<file path="config.mk">
export PLATFORM = sky130hd
export DESIGN_NAME = instr_fetch_unit_flat
export DESIGN_NICKNAME = d
export VERILOG_FILES = /design/src/rtl/instr_fetch_unit_pkg.sv /design/src/rtl/instr_fetch_unit_if.sv /design/src/rtl/instr_fetch_unit_fetch_queue.sv /design/src/rtl/instr_fetch_unit.sv /design/src/flat_wrapper.sv
export SDC_FILE = /design/constraint.sdc
export NUM_CORES = 1
export LEC_CHECK = 0
export BUFFER_PORTS_ARGS = -buffer_cell sky130_fd_sc_hd__buf_2
export CAP_MARGIN = 20
export CORE_MARGIN = 2
export CORE_UTILIZATION = 60
export DETAILED_ROUTE_END_ITERATION = 6
export PLACE_DENSITY = 0.83
export SLEW_MARGIN = 10
export SYNTH_ARGS = -nofsm -noshare
export SYNTH_HDL_FRONTEND = slang
export SYNTH_SLANG_ARGS = --single-unit
</file>
<file path="constraint.sdc">
create_clock -name clk -period 8.5 [get_ports clk]
set_input_delay 0.425 -clock clk [delete_from_list [all_inputs] [get_ports clk]]
set_output_delay 0.425 -clock clk [all_outputs]
set_load 0.02 [all_outputs]
</file>
<file path="src/rtl/instr_fetch_unit_pkg.sv">
// ============================================================================
// Module   : ifu_pkg
// Brief    : Shared types and constants for the instruction fetch unit.
// Revision : 1.0
// ============================================================================
`default_nettype none

package ifu_pkg;

    typedef struct packed {
        logic [31:0] pc;
        logic [31:0] instr;
    } fetch_entry_t;

    localparam logic [31:0] NOP_INSTR = 32'h0000_0013;
    localparam logic [31:0] PC_STEP   = 32'd4;

endpackage

`default_nettype wire

</file>
<file path="src/rtl/instr_fetch_unit_if.sv">
// ============================================================================
// Module   : instr_fetch_unit_if
// Brief    : ROM, redirect and decode handshake signals of the fetch unit.
// Revision : 1.0
// ============================================================================
`default_nettype none

interface instr_fetch_unit_if;

    logic [31:0] rom_addr;
    logic [31:0] rom_data;
    logic        fetch_en;
    logic        redirect_valid;
    logic [31:0] redirect_pc;
    logic        instr_valid;
    logic        instr_ready;
    logic [31:0] instr_data;
    logic [31:0] instr_pc;

    modport master (
        output rom_addr,
        input  rom_data,
        input  fetch_en,
        input  redirect_valid,
        input  redirect_pc,
        output instr_valid,
        input  instr_ready,
        output instr_data,
        output instr_pc
    );

    modport slave (
        input  rom_addr,
        output rom_data,
        output fetch_en,
        output redirect_valid,
        output redirect_pc,
        input  instr_valid,
        output instr_ready,
        input  instr_data,
        input  instr_pc
    );

endinterface

`default_nettype wire

</file>
<file path="src/rtl/instr_fetch_unit_fetch_queue.sv">
// ============================================================================
// Module   : fetch_queue
// Brief    : Synchronous FIFO of fetch entries with single-cycle flush.
// Revision : 1.0
// ============================================================================
`default_nettype none

module fetch_queue
    import ifu_pkg::*;
#(
    parameter int DEPTH = 4
) (
    input  logic         clk,
    input  logic         reset,
    input  logic         flush,
    input  logic         push,
    input  fetch_entry_t wdata,
    input  logic         pop,
    output fetch_entry_t rdata,
    output logic         full,
    output logic         empty
);

    localparam int AW = $clog2(DEPTH);
    localparam int CW = AW + 1;
    localparam logic [CW-1:0] C_FULL = CW'(DEPTH);

    fetch_entry_t  mem_q [DEPTH];
    logic [AW-1:0] rd_ptr_q, rd_ptr_d;
    logic [AW-1:0] wr_ptr_q, wr_ptr_d;
    logic [CW-1:0] count_q,  count_d;
    logic          w_do_push;
    logic          w_do_pop;

    assign full  = (count_q == C_FULL);
    assign empty = (count_q == '0);
    assign rdata = mem_q[rd_ptr_q];

    // A write into a full queue is only legal when the head leaves in the same cycle.
    assign w_do_pop  = pop & ~empty;
    assign w_do_push = push & (~full | w_do_pop);

    always_comb begin
        rd_ptr_d = rd_ptr_q;
        wr_ptr_d = wr_ptr_q;
        count_d  = count_q;
        if (flush) begin
            rd_ptr_d = '0;
            wr_ptr_d = '0;
            count_d  = '0;
        end else begin
            if (w_do_push) wr_ptr_d = wr_ptr_q + AW'(1);
            if (w_do_pop)  rd_ptr_d = rd_ptr_q + AW'(1);
            case ({w_do_push, w_do_pop})
                2'b10:   count_d = count_q + CW'(1);
                2'b01:   count_d = count_q - CW'(1);
                default: count_d = count_q;
            endcase
        end
    end

    always_ff @(posedge clk) begin
        if (reset) begin
            rd_ptr_q <= '0;
            wr_ptr_q <= '0;
            count_q  <= '0;
        end else begin
            rd_ptr_q <= rd_ptr_d;
            wr_ptr_q <= wr_ptr_d;
            count_q  <= count_d;
        end
    end

    always_ff @(posedge clk) begin
        if (w_do_push && !flush) begin
            mem_q[wr_ptr_q] <= wdata;
        end
    end

endmodule

`default_nettype wire

</file>
<file path="src/rtl/instr_fetch_unit.sv">
// ============================================================================
// Module   : instr_fetch_unit
// Brief    : Instruction fetch with prefetch queue, redirect flush and decode
//            handshake. Define IFU_PERF_CNT_EN for fetch/flush counters.
// Revision : 1.0
// ============================================================================
`default_nettype none

module instr_fetch_unit
    import ifu_pkg::*;
#(
    parameter int          DEPTH    = 4,
    parameter logic [31:0] RESET_PC = 32'h0000_0000
) (
    input  logic                clk,
    input  logic                reset,
`ifdef IFU_PERF_CNT_EN
    output logic [31:0]         perf_fetch_cnt,
    output logic [31:0]         perf_flush_cnt,
`endif
    instr_fetch_unit_if.master  bus
);

    logic [31:0]  fetch_pc_q, fetch_pc_d;
    logic         w_full;
    logic         w_empty;
    logic         w_push;
    logic         w_pop;
    fetch_entry_t w_wdata;
    fetch_entry_t w_head;

    assign w_pop   = ~w_empty & bus.instr_ready;
    assign w_push  = bus.fetch_en & (~w_full | w_pop) & ~bus.redirect_valid;
    assign w_wdata = '{pc: fetch_pc_q, instr: bus.rom_data};

    assign bus.rom_addr    = fetch_pc_q;
    assign bus.instr_valid = ~w_empty;
    assign bus.instr_data  = w_empty ? NOP_INSTR : w_head.instr;
    assign bus.instr_pc    = w_empty ? 32'h0     : w_head.pc;

    always_comb begin
        fetch_pc_d = fetch_pc_q;
        if (bus.redirect_valid) begin
            fetch_pc_d = bus.redirect_pc & ~32'h3;
        end else if (w_push) begin
            fetch_pc_d = fetch_pc_q + PC_STEP;
        end
    end

    always_ff @(posedge clk) begin
        if (reset) begin
            fetch_pc_q <= RESET_PC;
        end else begin
            fetch_pc_q <= fetch_pc_d;
        end
    end

    fetch_queue #(
        .DEPTH (DEPTH)
    ) u_fetch_queue (
        .clk   (clk),
        .reset (reset),
        .flush (bus.redirect_valid),
        .push  (w_push),
        .wdata (w_wdata),
        .pop   (w_pop),
        .rdata (w_head),
        .full  (w_full),
        .empty (w_empty)
    );

`ifdef IFU_PERF_CNT_EN
    logic [31:0] perf_fetch_q;
    logic [31:0] perf_flush_q;

    always_ff @(posedge clk) begin
        if (reset) begin
            perf_fetch_q <= '0;
            perf_flush_q <= '0;
        end else begin
            if (w_push)             perf_fetch_q <= perf_fetch_q + 32'd1;
            if (bus.redirect_valid) perf_flush_q <= perf_flush_q + 32'd1;
        end
    end

    assign perf_fetch_cnt = perf_fetch_q;
    assign perf_flush_cnt = perf_flush_q;
`endif

endmodule

`default_nettype wire

</file>
<file path="src/flat_wrapper.sv">
// flat-port wrapper written by rule: the top's interface ports become plain ports
module instr_fetch_unit_flat import ifu_pkg::*;
#(
    parameter int          DEPTH    = 4,
    parameter logic [31:0] RESET_PC = 32'h0000_0000
)
  (clk, reset, bus_rom_addr, bus_rom_data, bus_fetch_en, bus_redirect_valid, bus_redirect_pc, bus_instr_valid, bus_instr_ready, bus_instr_data, bus_instr_pc);
  instr_fetch_unit_if bus_i ();
  input  logic clk;
  input  logic reset;
  output wire logic [$bits(bus_i.rom_addr)-1:0] bus_rom_addr;
  input wire logic [$bits(bus_i.rom_data)-1:0] bus_rom_data;
  input wire logic [$bits(bus_i.fetch_en)-1:0] bus_fetch_en;
  input wire logic [$bits(bus_i.redirect_valid)-1:0] bus_redirect_valid;
  input wire logic [$bits(bus_i.redirect_pc)-1:0] bus_redirect_pc;
  output wire logic [$bits(bus_i.instr_valid)-1:0] bus_instr_valid;
  input wire logic [$bits(bus_i.instr_ready)-1:0] bus_instr_ready;
  output wire logic [$bits(bus_i.instr_data)-1:0] bus_instr_data;
  output wire logic [$bits(bus_i.instr_pc)-1:0] bus_instr_pc;
  assign bus_rom_addr = bus_i.rom_addr;
  assign bus_i.rom_data = bus_rom_data;
  assign bus_i.fetch_en = bus_fetch_en;
  assign bus_i.redirect_valid = bus_redirect_valid;
  assign bus_i.redirect_pc = bus_redirect_pc;
  assign bus_instr_valid = bus_i.instr_valid;
  assign bus_i.instr_ready = bus_instr_ready;
  assign bus_instr_data = bus_i.instr_data;
  assign bus_instr_pc = bus_i.instr_pc;
  instr_fetch_unit #(.DEPTH(DEPTH), .RESET_PC(RESET_PC)) u_core (.clk(clk), .reset(reset), .bus(bus_i));
endmodule
</file>
==> run metrics, run 1 <==
# clock sinks=287; post-synth top area cell=edfxtp_1; Achievable Freq=300.2 MHz; Post-Syn Area=11720 sq um; root buf cell=clkbuf_16; via count=6794; wire per inst=between 20 and 25 microns; CTS Buffer Depth=3; max cap viols=0; gr ovfl total=0; Routed Antenna Nets=0; worst slew pin tran=0.9638 ns; setup TNS=0 ns; die area=20660 sq um; Placed Instance Area=12710 sq um; Post-CTS Setup Inserts=0; initial antenna violation count=0; Cell Int Power=2474 uW; class of the worst hold path=primary input to flop; RSZ-0062 raised after global routing=no; layout cells sized above 1=0.3383; later-pin clock latency in the skew report=0.53 ns; Via-to-Cell Ratio=6.007; Pwr Density=226.0 nW/um^2; largest net degree at the start of global routing=63; top cells by count, synth=edfxtp_1 (248), and2_1 (66), mux4_2 (62); Worst setup SP type=flop; final worst path period share=0.3919; asr flop ratio synth=0; Resize count post-CTS=0; sequential fraction of design power=0.514; FF+latch count, synth=287; Worst EP arrival=approximately 2.9 ns; number of CTS-inserted buffers=29; Final nets=920; vias in the first global route=around 7000; leakage dissipation=0.004813 uW; hpwl dp=about 14 mm; Die X=143.7 microns; CTS Hold Bufs=0; CTS tree=built; First-pass DRT Iterations=4; RD Place Congestion=a little under 0.9; Post-synth EDFFs=248; Fin. Hold Viols=0; Sw Share=0.2055; P&R area growth vs syn=17.58%; most common cell in the netlist=edfxtp_1; VDD IR max=164.5 uV; Worst Skew=0.009221 ns; Synth cell types=53; crit path kind=flop to output port; first-pass GRT wire length=37.66 mm; post-route DRC violation count=0; wirelength, routed=24.41 mm; ANT cells=0; fin. max-slew vios=0; Starting Density=0.6060; share of total power in combinational logic=0.052; Layout Utilization=0.7125; Synth area leaders=edfxtp_1 (64%), mux4_2 (12%), dfxtp_1 (6.7%); Slew HR=0.3575; Ys Warns=0; Finished Cell Area=13780 sq um; core area=19330 sq um; post-synthesis sequential area ratio=0.7023; hold slack=roughly 0.11 ns; final setup vio count=0; CP required=8.08 ns; Tot GR Track Use=0.2389; crit path max fanout=45; Final min period=3.331 ns; clock slew seen by the registers of the worst setup and hold paths=0.06 ns; IO Count=166; crit end category=output port; switching pwr=approximately 640 uW; outcome=finished clean; Top FF cell, synth=edfxtp_1; Rows=51; Syn Inst Count=688; port bufs=~160; R2R setup slack=roughly 5.3 ns; DR iter-0 viols=508; top-area cell type share of the netlist area=0.6356; height of the chip=roughly 140 microns; syn_area_per_cell=roughly 17 sq um; H-tree levels=1; clock share of power=0.434
## worst max-delay path, cell delays in order (launching register included)
cell     delay (ns)
dfxtp_4        0.58
buf_4          0.78
mux4_2         0.61
and2_1         0.18
buf_2          0.16
## flip-flops by register name, summed over array words and instances (netlist names), named ones only
| name | count |
|---|---|
| u_core.u_fetch_queue.mem_q | 248 |
| u_core.bus.rom_addr | 30 |
| u_core.u_fetch_queue.count_q | 3 |
| u_core.u_fetch_queue.rd_ptr_q | 2 |
| u_core.u_fetch_queue.wr_ptr_q | 2 |
## through the flow
stage / power, uW / cells / setup slack, ns
2_1_floorplan: 1717 / 691 / 5.578
3_3_place_gp: 1779 / 1077 / 5.462
3_5_place_dp: 1789 / 1077 / 5.341
4_1_cts: 3131 / 1130 / 5.082
5_1_grt: 3206 / 1131 / 4.915
6_report: 3114 / 1131 / 5.169
## cells in the final DEF (no fill, tap or decap), drive strengths merged, types with 12 or more instances in the layout
| master | n |
|---|---|
| nand2 | 16 |
| inv | 22 |
| a211oi | 12 |
| clkinv | 12 |
| dfxtp | 39 |
| and2 | 67 |
| mux4 | 62 |
| edfxtp | 248 |
| buf | 161 |
| nor2 | 30 |
| nor4 | 13 |
| clkbuf | 33 |
## final timing paths
path	from	endpoint	cells after the start
setup reg to reg	u_core.u_fetch_queue.count_q[0]	u_core.u_fetch_queue.count_q[2]	10
hold reg to reg	u_core.u_fetch_queue.wr_ptr_q[1]	u_core.u_fetch_queue.wr_ptr_q[1]	2
setup / recovery	flop	bus_instr_pc[22]	4
hold / removal	bus_rom_data[5]	u_core.u_fetch_queue.mem_q[2][5]	1
## per-layer routing
| layer | routed length, microns | part of all wire | global-route usage |
|---|---|---|---|
| met1 | 10050 | 0.41 | 0.3374 |
| met2 | 12070 | 0.49 | 0.3977 |
| met3 | 1912 | 0.078 | 0.03832 |
| met5 | 0 | 0 | 0 |
| met4 | 370 | 0.015 | 0.05676 |
## area by class of cell
type / count / area [sq um]
sequential: 287 / 8235
multi-input combinational: 342 / 3259
clock buffer: 33 / 750.7
timing repair buffer: 161 / 830.8
fill: 1238 / 5559
inverter: 23 / 86.33
tap: 265 / 331.6
clock inverter: 20 / 281.5
## cell families after synthesis
kind of cell	Yosys count	synth area share
compound gates	65	0.04101
xor+xnor	13	0.009718
fa+ha+maj	7	0.008116
buf+inv	62	0.02211
flops	287	0.7023
mux	62	0.1192
other cells	1	0.0003201
simple gates	191	0.09729
## power groups by stage
| stage | logic (uW) | registers [uW] | clock network (uW) |
|---|---|---|---|
| after floorplan | 89.5 | 1630 | 0 |
| after global placement | 156 | 1620 | 0 |
| after detailed placement | 161 | 1630 | 0 |
| after CTS | 162 | 1600 | 1370 |
| after global routing | 177 | 1600 | 1430 |
| final | 163 | 1600 | 1350 |
Note: power is estimated with default switching activity, not from simulation.
==> run 2, diff against run 1 <==
- CORE_UTILIZATION: 60 -> 57
- PLACE_DENSITY: 0.83 -> 0.79
- clock period: 8.5 -> 3.45 ns (I/O delays scaled with it)
==> run 2 against run 1 <==
Net effect:
- final area is 3.3% higher
- first-iteration DRC count is 11% lower
- via count is 3.5% higher
- global-route usage is 1.2 points lower
- total power is 130% higher
- clock skew is 0.0027 ns higher
- count of clock-buffer cells in the layout is 11 higher
- non-clock buffer count is 62 higher
- flip-flop and latch count stayed put
==> run metrics, run 2 (synthesis gave the netlist of run 1 again) <==
core area=20230 sq um (+4.7%); CP required=3.91 ns (-4.17 ns); worst slew pin tran=0.9677 ns (+0.003932 ns); Starting Density=0.5790 (-0.02694); crit path kind=flop to flop; Crit path largest cell delay=0.77 ns (about the same); Finished Cell Area=14230 sq um (+3.3%); share of total power in combinational logic=0.063 (+0.011); wirelength, routed=24.51 mm (+0.42%); R2R setup slack=0.46 ns (-4.80 ns); busiest grt layer=met2; class of the worst hold path=primary input to flop; Total Power=7237 uW (+130%); switching pwr=1533 uW (+140%); First-pass DRT Iterations=5 (+1); M1 GR Usage=0.3157 (-0.02174); Most flops, register=u_core.u_fetch_queue.mem_q; initial antenna violation count=0 (unchanged); # clock sinks=287 (unchanged); wire per inst=20.48 microns (-5.1%); final std cells w/o fill=1197 (+5.8%); crit path max fanout=7 (-84%); Worst setup SP type=flop; IO Count=166 (unchanged); Placed Instance Area=12740 sq um (+0.27%); vias in the first global route=7316 (+6.0%); CTS tree=built; Final nets=981 (+6.6%); layout cells sized above 1=0.3053 (-0.03305); Tot GR Track Use=0.2272 (-0.01167); Die X=147.4 microns (+2.5%); leakage dissipation=0.004987 uW (+3.6%); Final min period=2.986 ns; post-route DRC violation count=0 (unchanged); grt met3 use=0.04290 (+0.004581); met2 usage=0.3778 (-0.01994); Via-to-Cell Ratio=5.873 (-2.2%); Routed Antenna Nets=0 (unchanged); hpwl dp=14.62 mm (+1.5%); setup TNS=0 ns (unchanged); clock share of power=0.393 (-0.041); outcome=finished clean; via count=7030 (+3.5%); root buf cell=clkbuf_16; crit path cell chain=or4b_2 > nand2_1 > nor2_1 > inv_1 > ha_1 > inv_1 > fa_1 > xor2_1 > or3_1 > a21oi_1; Worst EP arrival=3.45 ns (+0.54 ns); number of CTS-inserted buffers=28 (-3.4%); fin. max-slew vios=0 (unchanged); later-pin clock latency in the skew report=0.53 ns (about the same); sequential fraction of design power=0.545 (+0.031); Slew HR=0.3548 (-0.002622); CTS Buffer Depth=3 (unchanged); most common cell after layout, fill and taps aside=edfxtp_1; die area=21720 sq um (+5.1%); DR iter-0 viols=451 (-11%); height of the chip=147.4 microns (+2.5%); most frequent cells in the layout=edfxtp_1 (248), buf_2 (159), and2_1 (62), mux4_2 (62), dlygate4sd3_1 (60); CP max-delay cell=or4b_2; Achievable Freq=334.9 MHz; clock slew seen by the registers of the worst setup and hold paths=0.07 ns (about the same); Sw Share=0.2119 (+0.006336); RD Place Congestion=0.9121 (+5.1%); Fin. Hold Viols=0 (unchanged); H-tree levels=1 (unchanged); port bufs=159 (unchanged); crit end category=flop; Pwr Density=508.7 nW/um^2 (+130%); ANT cells=0 (unchanged); final worst path period share=0.8654; VDD IR max=367.7 uV (+120%); final setup vio count=0 (unchanged); max FFs per register=248 (unchanged); Worst Skew=0.01194 ns (+0.002722 ns); Most Frequent Cell on Critical Path=inv_1; max cap viols=0 (unchanged); first-pass GRT wire length=38.61 mm (+2.5%); Post-CTS Setup Inserts=0 (unchanged); P&R area growth vs syn=21.42%; gr ovfl total=0 (unchanged); Rows=52 (+2.0%); RSZ-0062 raised after global routing=no; largest net degree at the start of global routing=63 (unchanged); placed insts=1084 (+0.65%); Cell Int Power=5703 uW (+130%)
## run 2: path summary, 6_finish.rpt
| path | from | to | depth (start not counted) |
|---|---|---|---|
| setup / recovery | u_core.u_fetch_queue.count_q[0] | u_core.u_fetch_queue.count_q[2] | 10 |
| hold / removal | bus_redirect_pc[31] | u_core.bus.rom_addr[31] | 5 |
| setup reg to reg | u_core.u_fetch_queue.count_q[0] | u_core.u_fetch_queue.count_q[2] | 10 |
| hold reg to reg | u_core.u_fetch_queue.wr_ptr_q[1] | u_core.u_fetch_queue.wr_ptr_q[1] | 2 |
## run 2: repair_timing
item                                   4_1_cts  5_1_grt
hold buffers                                60        0
endpoints found under the hold margin      155        0
gates resized for setup                      0        0
## run 2: metrics by stage
| step | util | hold WS, ns | setup WS, ns |
|---|---|---|---|
| finish | 0.7031 | 0.03111 | 0.4642 |
| global route | 0.7031 | 0.02312 | 0.2785 |
| CTS | 0.7017 | 0.01232 | 0.4822 |
| detailed placement | 0.6297 | 0.3927 | 0.4926 |
| global placement | 0.6297 | 0.3844 | 0.6521 |
| floorplan | - | 0.2714 | 0.5362 |
## run 2: final cells by class
| type | instances | area (sq um) |
|---|---|---|
| repair buffers | 223 | 1459 |
| fillers | 1300 | 6008 |
| clock inverters | 8 | 65.06 |
| flip-flops and latches | 287 | 8235 |
| well taps | 270 | 337.8 |
| multi-input cells | 342 | 3251 |
| inverters | 23 | 86.33 |
| clock buffers | 44 | 792.0 |
## run 2: power by group through the flow
stage	Combinational [uW]	Sequential [uW]	Clock, uW
finish	455	3940	2840
CTS	452	3940	2880
detailed placement	397	4010	0
global placement	384	4000	0
global route	492	3950	3020
floorplan	220	4010	0
## run 2: critical path, delay by kind of cell, from the launching register on
| kind | cells | cell delay, ns |
|---|---|---|
| AO/OA/AOI/OAI | 1 | 0.14 |
| buffers and inverters | 2 | 0.16 |
| adder cells (fa/ha/maj) | 2 | 0.57 |
| AND/OR/NAND/NOR | 4 | 1.52 |
| XOR/XNOR | 1 | 0.16 |
| flip-flops | 1 | 0.36 |
## run 2: per-layer routing
layer / share of wire / vias up
li1: - / 3168
met1: 0.41 / 3476
met2: 0.48 / 346
met3: 0.083 / 40
met4: 0.019 / 0
met5: 0 / -
